## config.mk

```make
export PLATFORM = sky130hd
export DESIGN_NAME = rst_sequencer
export DESIGN_NICKNAME = d
export VERILOG_FILES = /design/src/rtl/rst_seq_pkg.sv /design/src/rtl/sync2.sv /design/src/rtl/rst_sequencer.sv
export SDC_FILE = /design/constraint.sdc
export NUM_CORES = 1
export LEC_CHECK = 0
export ABC_CLOCK_PERIOD_IN_PS = 3400
export CAP_MARGIN = 20
export CORE_ASPECT_RATIO = 2
export CORE_MARGIN = 10
export CORE_UTILIZATION = 40
export DETAILED_ROUTE_END_ITERATION = 10
export GPL_TIMING_DRIVEN = 0
export PLACE_DENSITY = 0.58
export SLEW_MARGIN = 20
export SYNTH_ARGS = -nofsm -noshare
export SYNTH_HDL_FRONTEND = slang
export SYNTH_HIERARCHICAL = 1
export SYNTH_SLANG_ARGS = --single-unit
```

## constraint.sdc

```tcl
create_clock -name clk -period 3.4 [get_ports clk]
set_clock_uncertainty 0.05 [all_clocks]
set_input_delay 1.02 -clock clk [delete_from_list [all_inputs] [get_ports clk]]
set_output_delay 1.02 -clock clk [all_outputs]
set_load 0.03 [all_outputs]
```

## src/rtl/rst_seq_pkg.sv

```systemverilog
// rtl/rst_seq_pkg.sv - state encoding and counter sizing shared by the reset sequencer
package rst_seq_pkg;

   typedef enum logic [2:0] {
      HOLD      = 3'd0,
      WAIT_LOCK = 3'd1,
      RELEASE   = 3'd2,
      RUN       = 3'd3,
      ASSERT    = 3'd4
   } state_t;

   // Wide enough for the longest hold, filter or full stagger span without wrapping.
   function automatic int cnt_width(input int por, input int lf, input int stag, input int nch);
      int m;
      m = por;
      if (lf > m) m = lf;
      if (stag * nch > m) m = stag * nch;
      return $clog2(m + 1);
   endfunction

endpackage

```

## src/rtl/sync2.sv

```systemverilog
// rtl/sync2.sv - two-flop synchroniser with asynchronous active-low clear to 0
module sync2 (
   input  logic clk,
   input  logic rst_n,
   input  logic d,
   output logic q
);

   logic meta;

   always_ff @(posedge clk or negedge rst_n) begin
      if (!rst_n) begin
         meta <= 1'b0;
         q    <= 1'b0;
      end else begin
         meta <= d;
         q    <= meta;
      end
   end

endmodule

```

## src/rtl/rst_sequencer.sv

```systemverilog
// rtl/rst_sequencer.sv - lock-qualified power-on sequencer releasing NUM_CH reset domains in staggered order
module rst_sequencer
   import rst_seq_pkg::*;
#(
   parameter int NUM_CH         = 3,
   parameter int POR_CYCLES     = 3,
   parameter int USE_LOCK       = 1,
   parameter int LOCK_FILTER    = 8,
   parameter int STAGGER_CYCLES = 16
) (
   input  logic              clk,
   input  logic              rst_n,
   input  logic              pll_lock,
   input  logic              soft_rst_req,
   output logic [NUM_CH-1:0] rst,
   output logic              ready,
   output logic [2:0]        state
);

   localparam int CW = cnt_width(POR_CYCLES, LOCK_FILTER, STAGGER_CYCLES, NUM_CH);
   localparam int IW = (NUM_CH > 1) ? $clog2(NUM_CH) : 1;
   localparam logic [CW-1:0] POR_LAST  = CW'(POR_CYCLES - 1);
   localparam logic [CW-1:0] STAG_LAST = CW'(STAGGER_CYCLES - 1);
   localparam logic [CW-1:0] LOCK_FULL = CW'(LOCK_FILTER);

   state_t            state_q, state_d;
   logic [CW-1:0]     cnt_q, cnt_d;
   logic [CW-1:0]     cnt_lk;
   logic [IW-1:0]     idx_q, idx_d;
   logic [NUM_CH-1:0] rst_q, rst_d;
   logic              ready_q, ready_d;
   logic              lock_s, lock_ok, exit_req;

   sync2 u_sync (
      .clk   (clk),
      .rst_n (rst_n),
      .d     (pll_lock),
      .q     (lock_s)
   );

   // Only lock acquisition is filtered; loss acts on the raw synchronised level.
   always_ff @(posedge clk or negedge rst_n) begin
      if (!rst_n)                cnt_lk <= '0;
      else if (!lock_s)          cnt_lk <= '0;
      else if (cnt_lk != LOCK_FULL) cnt_lk <= cnt_lk + CW'(1);
   end

   assign lock_ok  = (USE_LOCK == 0) || (cnt_lk == LOCK_FULL);
   assign exit_req = soft_rst_req || ((USE_LOCK != 0) && !lock_s);

   always_comb begin
      state_d = state_q;
      cnt_d   = cnt_q;
      idx_d   = idx_q;
      rst_d   = rst_q;
      ready_d = ready_q;
      if ((state_q == WAIT_LOCK || state_q == RELEASE || state_q == RUN) && exit_req) begin
         state_d = ASSERT;
         cnt_d   = '0;
         idx_d   = '0;
         rst_d   = '1;
         ready_d = 1'b0;
      end else begin
         case (state_q)
            HOLD, ASSERT: begin
               if (state_q == ASSERT && soft_rst_req) begin
                  cnt_d = '0;
               end else if (cnt_q == POR_LAST) begin
                  state_d = WAIT_LOCK;
                  cnt_d   = '0;
               end else begin
                  cnt_d = cnt_q + CW'(1);
               end
            end
            WAIT_LOCK: begin
               if (lock_ok) begin
                  rst_d[0] = 1'b0;
                  cnt_d    = '0;
                  idx_d    = '0;
                  if (NUM_CH == 1) begin
                     state_d = RUN;
                     ready_d = 1'b1;
                  end else begin
                     state_d = RELEASE;
                  end
               end
            end
            RELEASE: begin
               if (cnt_q == STAG_LAST) begin
                  cnt_d = '0;
                  idx_d = idx_q + IW'(1);
                  for (int k = 1; k < NUM_CH; k++) begin
                     if (k == int'(idx_q) + 1) rst_d[k] = 1'b0;
                  end
                  if (int'(idx_q) + 2 == NUM_CH) begin
                     state_d = RUN;
                     ready_d = 1'b1;
                  end
               end else begin
                  cnt_d = cnt_q + CW'(1);
               end
            end
            RUN: begin
            end
            default: begin
               state_d = HOLD;
               cnt_d   = '0;
               rst_d   = '1;
               ready_d = 1'b0;
            end
         endcase
      end
   end

   always_ff @(posedge clk or negedge rst_n) begin
      if (!rst_n) begin
         state_q <= HOLD;
         cnt_q   <= '0;
         idx_q   <= '0;
         rst_q   <= '1;
         ready_q <= 1'b0;
      end else begin
         state_q <= state_d;
         cnt_q   <= cnt_d;
         idx_q   <= idx_d;
         rst_q   <= rst_d;
         ready_q <= ready_d;
      end
   end

   assign rst   = rst_q;
   assign ready = ready_q;
   assign state = state_q;

endmodule

```

==> metrics.md, run 1 <==
| Metric | Value |
|---|---|
| # setup viols final | `0` |
| Vias in the first global route | `between 1000 and 1500` |
| TritonCTS clock tree | `built` |
| Crit. End Element | `flop` |
| Post-Synth Simple-Gate Area | `between 20% and 30%` |
| Final hold vios | `0` |
| Final TNS setup | `0 ns` |
| Standard-cell rows | `29` |
| Ys flop type | `dfrtp_1` |
| Layout cell share with drive strength beyond 1 | `9.27%` |
| Synth Instances | `approximately 140` |
| N_diodes | `0` |
| Resize count post-CTS | `0` |
| Register bit total from synthesis | `23` |
| Max Cap Violations | `0` |
| Most common cell after layout, fill and taps aside | `dfrtp_1` |
| Initial antenna violation count | `0` |
| RSZ-0062 raised after global routing | `false` |
| Sw Share | `a little over a third` |
| Crit path max fanout | `7` |
| Clk sinks | `23` |
| Synth area leaders | `dfrtp_1 (38%), dfstp_2 (6.0%), ha_1 (5.7%)` |
| Final core occ | `a little under half` |
| Worst setup margin | `between 0.7 and 0.8 ns` |
| Critical Path AT | `between 2 and 3 ns` |
| Worst min path class | `reg -> reg` |
| Part of the cycle the worst path needs | `77.9%` |
| Routed WL | `between 2 and 3 mm` |
| Worst VDD drop | `0.267 mV` |
| Area growth from synthesis to layout | `13.8%` |
| Share of the synthesized area in the top cell type | `about two fifths` |
| Synth Area in Compound Gates | `a little under a fifth` |
| Post-synthesis sequential area ratio | `around 44%` |
| GP Congestion | `about 0.81` |
| Post-synth top area cell | `dfrtp_1` |
| Slowest cell delay on critical path | `around 0.53 ns` |
| Hold buffer count at cts | `0` |
| 1st-pass router iterations | `6` |
| Post CTS Setup Buffer Count | `0` |
| Drt wl/cell | `approximately 16 um` |
| Mux share of post-synthesis cell area | `between 1.5 and 2%` |
| Max clock buf depth | `2` |
| Startpoint type of the worst setup path | `input pin` |
| Filler Cells Inserted | `roughly 310` |
| Xor/xnor share of the synthesized area | `between 3 and 4%` |
| Clock Latency Late Sink | `approximately 0.27 ns` |
| I/O Pins | `11` |
| Nets | `approximately 160` |
| EDFF count, synth | `0` |
| Pins Over Slew Limit | `0` |
| Die area | `6090 um^2` |
| Register share of total power | `between 40% and 50%` |
| Crit-path cells | `clkdlybuf4s50_1 -> or3b_1 -> buf_2 -> a211oi_4 -> o21a_1 -> o21ai_1` |
| CTS Buf Count | `3` |
| Net Sw Power | `between 0.0002 and 0.0003 W` |
| H-tree Lvls | `1` |
| Clock Pin Slew Worst Setup and Hold Paths | `around 0.08 ns` |
| Core ar. | `3160 um^2` |
| P_int | `between 0.0004 and 0.0005 W` |
| Synth Area in Adders | `5.74%` |
| Remaining Overflow, GRT | `0` |
| Post-DP HPWL | `2.18 mm` |
| Pre-CTS WS | `approximately 0.46 ns` |
| Syn Std Cell Area | `between 1000 and 1500 um^2` |
| Maximum clock frequency | `about 0.38 GHz` |
| Logic pwr share | `around 31%` |
| Tmin final | `between 2 and 3 ns` |
| CP Class | `in -> reg` |
| P per Cell Area | `just over 500 nW/um^2` |
| Die Height | `about 100 um` |
| Status | `complete, no violations` |
| DRT antenna net count | `0` |
| Post-synth cell types | `39` |
| Clock power frac | `22.9%` |
| Drc violations | `0` |
| Slew @ Worst Pin | `~0.52 ns` |
| Gr usage total | `about a tenth` |
| Pleak | `between 0.6 and 0.7 nW` |
| DR vias | `~1100` |
| Initial Utilization | `slightly above 40%` |
| Root Buffer | `clkbuf_8` |
| Syn nets | `roughly 150` |
| Commonest cells after routing, fill and taps aside | `dfrtp_1 (20), nand2_1 (18), nor2_1 (10), clkdlybuf4s50_1 (9), inv_1 (7)` |
| Asr flop ratio synth | `100%` |
| Initial detailed-routing violation count | `64` |
| Worst path slowest cell | `clkdlybuf4s50_1` |
| Post-Syn Area per Cell | `9.54 um^2` |
| Required time worst endpoint | `3.50 ns` |
| DR vias/cell | `just under 6` |
| Largest net degree at the start of global routing | `24` |
| Die extent in x | `60.4 um` |
| Max_slew headroom | `approximately two thirds` |
| Dominant combinational cell family by area after synthesis | `simple AND/OR/NAND/NOR gates` |
| I/O Buffers | `10` |
| First-pass GRT wire length | `~5.1 mm` |
| Worst hold slack | `around 0.31 ns` |
| Synth warn | `6` |
[worst paths after layout]
kind	cells after the start	slack (ns)	end	startpoint
max	6	0.75	cnt_q[4]$_DFFE_PN0P_	soft_rst_req
min in group asynchronous	1	0.66	state[2]$_DFFE_PN0P_	rst_n
min	0	0.31	u_sync/q$_DFF_PN0_	u_sync/meta$_DFF_PN0_
max in group asynchronous	1	2.26	rst[0]$_DFFE_PN1P_	rst_n
min reg2reg	0	0.31	u_sync/q$_DFF_PN0_	u_sync/meta$_DFF_PN0_
max reg2reg	6	1.40	idx_q[0]$_DFFE_PN0P_	cnt_lk[0]$_DFFE_PN0P_
[state kept, by name, indices dropped and copies added, names as in the netlist]
signal,count
cnt_lk,6
cnt_q,6
rst,3
state,3
idx_q,2
ready,1
u_sync/meta,1
u_sync/q,1
[final cells by class]
class,instances,area [um^2],area share (%)
sequential,23,579,38.9
inverter,7,26.3,1.77
tap,31,38.8,2.61
buffer,4,17.5,1.18
timing repair buffer,10,95.1,6.39
clock inverter,1,5.00,0.336
clock buffer,3,41.3,2.78
multi-input combinational,103,684,46.0
[worst max-delay path: cells and delay by family]
kind                   cells  cell delay (ns)
buffers and inverters      2             0.70
and+or+nand+nor            1             0.41
AOI/OAI and AO/OA          3             0.62
[power by group through the flow]
stage                     registers, W  clock network [W]  logic, W
final                         0.000349           0.000175  0.000239
after global routing          0.000357           0.000193  0.000267
after CTS                     0.000348           0.000180  0.000242
after detailed placement      0.000354                  0  0.000239
after global placement        0.000354                  0  0.000233
after floorplan               0.000363                  0  0.000150
[cells by family (layout without fill, tap and decap cells)]
group | Yosys count | after routing
and+or+nand+nor | 56 | 56
AOI/OAI and AO/OA | 34 | 34
xor gates and xnor gates | 5 | 5
adders and majority gates | 6 | 6
DFF | 23 | 23
muxes | 2 | 2
buffers and inverters | 11 | 25
[synth_stat cells (4+ instances only)]
library cell and number:
o211ai_1 4, inv_1 7, xnor2_1 5, a31oi_1 4
dfrtp_1 20, nand3_1 6, o21ai_0 6, ha_1 6
and2_1 4, nor2b_1 4, a21oi_1 4, nand2_1 18
nor2_1 10
[routing by layer]
layer / vias up / part of all wire [%] / track usage [%]
li1: 514 / - / -
met3: 8 / 3.4 / 2.15
met2: 27 / 56 / 18.7
met1: 505 / 39 / 11.7
met5: - / 0 / 0
met4: 0 / 1.9 / 4.07
[through the flow]
step / instances / total power [W] / cell area [um^2]
floorplan: 137 / 0.000514 / 1310
global placement: 178 / 0.000587 / 1450
detailed placement: 178 / 0.000593 / 1450
CTS: 182 / 0.000770 / 1490
global route: 182 / 0.000817 / 1490
finish: 182 / 0.000763 / 1490
Power figures use the tool's default switching activity.
==> run 2, diff against run 1 <==
--- a/config.mk
+++ b/config.mk
@@ -5,14 +5,14 @@
 export SDC_FILE = /design/constraint.sdc
 export NUM_CORES = 1
 export LEC_CHECK = 0
-export ABC_CLOCK_PERIOD_IN_PS = 3400
+export ABC_CLOCK_PERIOD_IN_PS = 2400
 export CAP_MARGIN = 20
 export CORE_ASPECT_RATIO = 2
 export CORE_MARGIN = 10
 export CORE_UTILIZATION = 40
 export DETAILED_ROUTE_END_ITERATION = 10
 export GPL_TIMING_DRIVEN = 0
-export PLACE_DENSITY = 0.58
+export PLACE_DENSITY = 0.6
 export SLEW_MARGIN = 20
 export SYNTH_ARGS = -nofsm -noshare
 export SYNTH_HDL_FRONTEND = slang
==> constraint.sdc (replaced) <==
create_clock -name clk -period 2.4 [get_ports clk]
set_clock_uncertainty 0.05 [all_clocks]
set_input_delay 0.72 -clock clk [delete_from_list [all_inputs] [get_ports clk]]
set_output_delay 0.72 -clock clk [all_outputs]
set_load 0.03 [all_outputs]
==> metrics.md, run 2 (synthesis gave the netlist of run 1 again) <==
| Metric | Value |
|---|---|
| RSZ-0062 raised after global routing | `false (unchanged)` |
| Clk sinks | `23 (unchanged)` |
| Cell total after placement | `178 (unchanged)` |
| Routed WL | `3.04 mm (was 2.94 mm)` |
| Worst VDD drop | `0.474 mV (was 0.267 mV)` |
| Area growth from synthesis to layout | `13.8% (unchanged)` |
| Flop2flop setup slack | `0.43 ns (was 1.40 ns)` |
| Crit. End Element | `flop (unchanged)` |
| Commonest cells after routing, fill and taps aside | `dfrtp_1 (20), nand2_1 (18), nor2_1 (10), clkdlybuf4s50_1 (9), inv_1 (7) (unchanged)` |
| Post-DP HPWL | `2.33 mm (was 2.18 mm)` |
| H-tree Lvls | `1 (unchanged)` |
| Max Cap Violations | `0 (unchanged)` |
| Final hold vios | `0 (unchanged)` |
| Worst Hold End | `u_sync/q$_DFF_PN0_ (unchanged)` |
| Largest regs | `cnt_lk (6), cnt_q (6) (unchanged)` |
| Worst reg2reg path depth | `6 (unchanged)` |
| Pleak | `0.602 nW (about the same)` |
| Hold buffer count at cts | `0 (unchanged)` |
| Reg-to-reg critical path endpoint | `idx_q[0]$_DFFE_PN0P_ (unchanged)` |
| Largest net degree at the start of global routing | `24 (unchanged)` |
| Status | `complete, no violations (unchanged)` |
| Hold path startpoint | `u_sync/meta$_DFF_PN0_ (unchanged)` |
| GP Congestion | `0.848 (was 0.805)` |
| Clock Latency Late Sink | `0.27 ns (about the same)` |
| Startpoint type of the worst setup path | `input pin (unchanged)` |
| Most common cell after layout, fill and taps aside | `dfrtp_1 (unchanged)` |
| Gr usage total | `10.6% (about the same)` |
| Layout cell share with drive strength beyond 1 | `9.27% (unchanged)` |
| Critical Path AT | `2.37 ns (was 2.75 ns)` |
| Tmin final | `2.26 ns` |
| Worst hold stages | `0 (unchanged)` |
| Max clock buf depth | `2 (unchanged)` |
| Final TNS setup | `0 ns (unchanged)` |
| RR Startpoint | `cnt_lk[0]$_DFFE_PN0P_ (unchanged)` |
| Pins Over Slew Limit | `0 (unchanged)` |
| N_diodes | `0 (unchanged)` |
| Standard-cell rows | `29 (unchanged)` |
| # setup viols final | `0 (unchanged)` |
| Root Buffer | `clkbuf_8 (unchanged)` |
| I/O Buffers | `10 (unchanged)` |
| CTS Buf Count | `3 (unchanged)` |
| Initial Utilization | `41.4% (unchanged)` |
| CP Class | `in -> reg (unchanged)` |
| Crit path max fanout | `7 (unchanged)` |
| 1st-pass router iterations | `4 (was 6)` |
| P per Cell Area | `722 nW/um^2 (was 513 nW/um^2)` |
| Core ar. | `3160 um^2 (unchanged)` |
| Initial antenna violation count | `0 (unchanged)` |
| Drc violations | `0 (unchanged)` |
| Drt wl/cell | `16.7 um (was 16.2 um)` |
| I/O Pins | `11 (unchanged)` |
| Clock Pin Slew Worst Setup and Hold Paths | `0.08 ns (about the same)` |
| Worst min path class | `reg -> reg (unchanged)` |
| Vias in the first global route | `1107 (was 1046)` |
| First-pass GRT wire length | `5.06 mm (was 5.11 mm)` |
| Filler Cells Inserted | `301 (was 314)` |
| DR vias/cell | `5.79 (unchanged)` |
| Post CTS Setup Buffer Count | `0 (unchanged)` |
| Die Height | `101 um (unchanged)` |
| Nets | `162 (unchanged)` |
| Initial detailed-routing violation count | `45 (was 64)` |
| TritonCTS clock tree | `built (unchanged)` |
| Part of the cycle the worst path needs | `approximately 94%` |
| Die area | `6090 um^2 (unchanged)` |
| DRT antenna net count | `0 (unchanged)` |
| Resize count post-CTS | `0 (unchanged)` |
| Fin cells | `182 (unchanged)` |
| Max_slew headroom | `61.4% (was 65.1%)` |
| Slew @ Worst Pin | `0.578 ns (was 0.523 ns)` |
| Maximum clock frequency | `about 0.44 GHz` |
| Remaining Overflow, GRT | `0 (unchanged)` |
| DR vias | `1054 (unchanged)` |
| Required time worst endpoint | `2.50 ns (was 3.50 ns)` |
| Die extent in x | `60.4 um (unchanged)` |
-- run 2: cell counts in the layout (fill, tap and decap cells not counted) --
No cell type changed its count.
-- run 2: power by group --
part	switching, W	internal, W	total [W]
Clock	0.000129	0.000116	0.000245
Combinational	0.000201	0.000134	0.000335
Sequential	0.0000560	0.000438	0.000494
-- run 2: final cells by class --
| type | count | area [um^2] | area share, % |
|---|---|---|---|
| buffer | 4 | 17.5 | 1.18 |
| clock buffer | 3 | 41.3 | 2.78 |
| clock inverter | 1 | 5.00 | 0.336 |
| inverter | 7 | 26.3 | 1.77 |
| multi-input combinational | 103 | 684 | 46.0 |
| sequential | 23 | 579 | 38.9 |
| tap | 31 | 38.8 | 2.61 |
| timing repair buffer | 10 | 95.1 | 6.39 |
-- run 2: how the worst max path moves through the flow --
stage	start	endpoint	cells past startpoint
after CTS	soft_rst_req	cnt_q[4]$_DFFE_PN0P_	6
after detailed placement	soft_rst_req	cnt_q[4]$_DFFE_PN0P_	6
final	soft_rst_req	cnt_q[4]$_DFFE_PN0P_	6
after floorplan	soft_rst_req	cnt_q[4]$_DFFE_PN0P_	5
after global routing	soft_rst_req	cnt_q[4]$_DFFE_PN0P_	6
after global placement	soft_rst_req	cnt_q[4]$_DFFE_PN0P_	6
-- run 2: worst max-delay path: stages --
cell	delay, ns
clkdlybuf4s50_1	0.52
or3b_1	0.40
buf_2	0.17
a211oi_4	0.32
o21a_1	0.18
o21ai_1	0.05
-- run 2: per-layer routing --
layer / vias up / global-route usage (%) / part of all wire, %
met3: 10 / 2.90 / 4.4
met2: 23 / 19.3 / 56
met1: 509 / 10.0 / 36
met5: - / 0 / 0
met4: 0 / 5.94 / 2.9
li1: 512 / - / -
-- run 2: per-stage QoR --
stage,utilization (%),worst slack (ns),total power (W),area [um^2],hold WS (ns)
global route,47.1,0.0328,0.00114,1490,0.327
detailed placement,45.8,-0.217,0.000840,1450,0.304
floorplan,-,0.487,0.000728,1310,0.281
CTS,47.3,0.0731,0.00109,1490,0.324
global placement,45.8,-0.214,0.000835,1450,0.287
finish,47.1,0.137,0.00107,1490,0.314
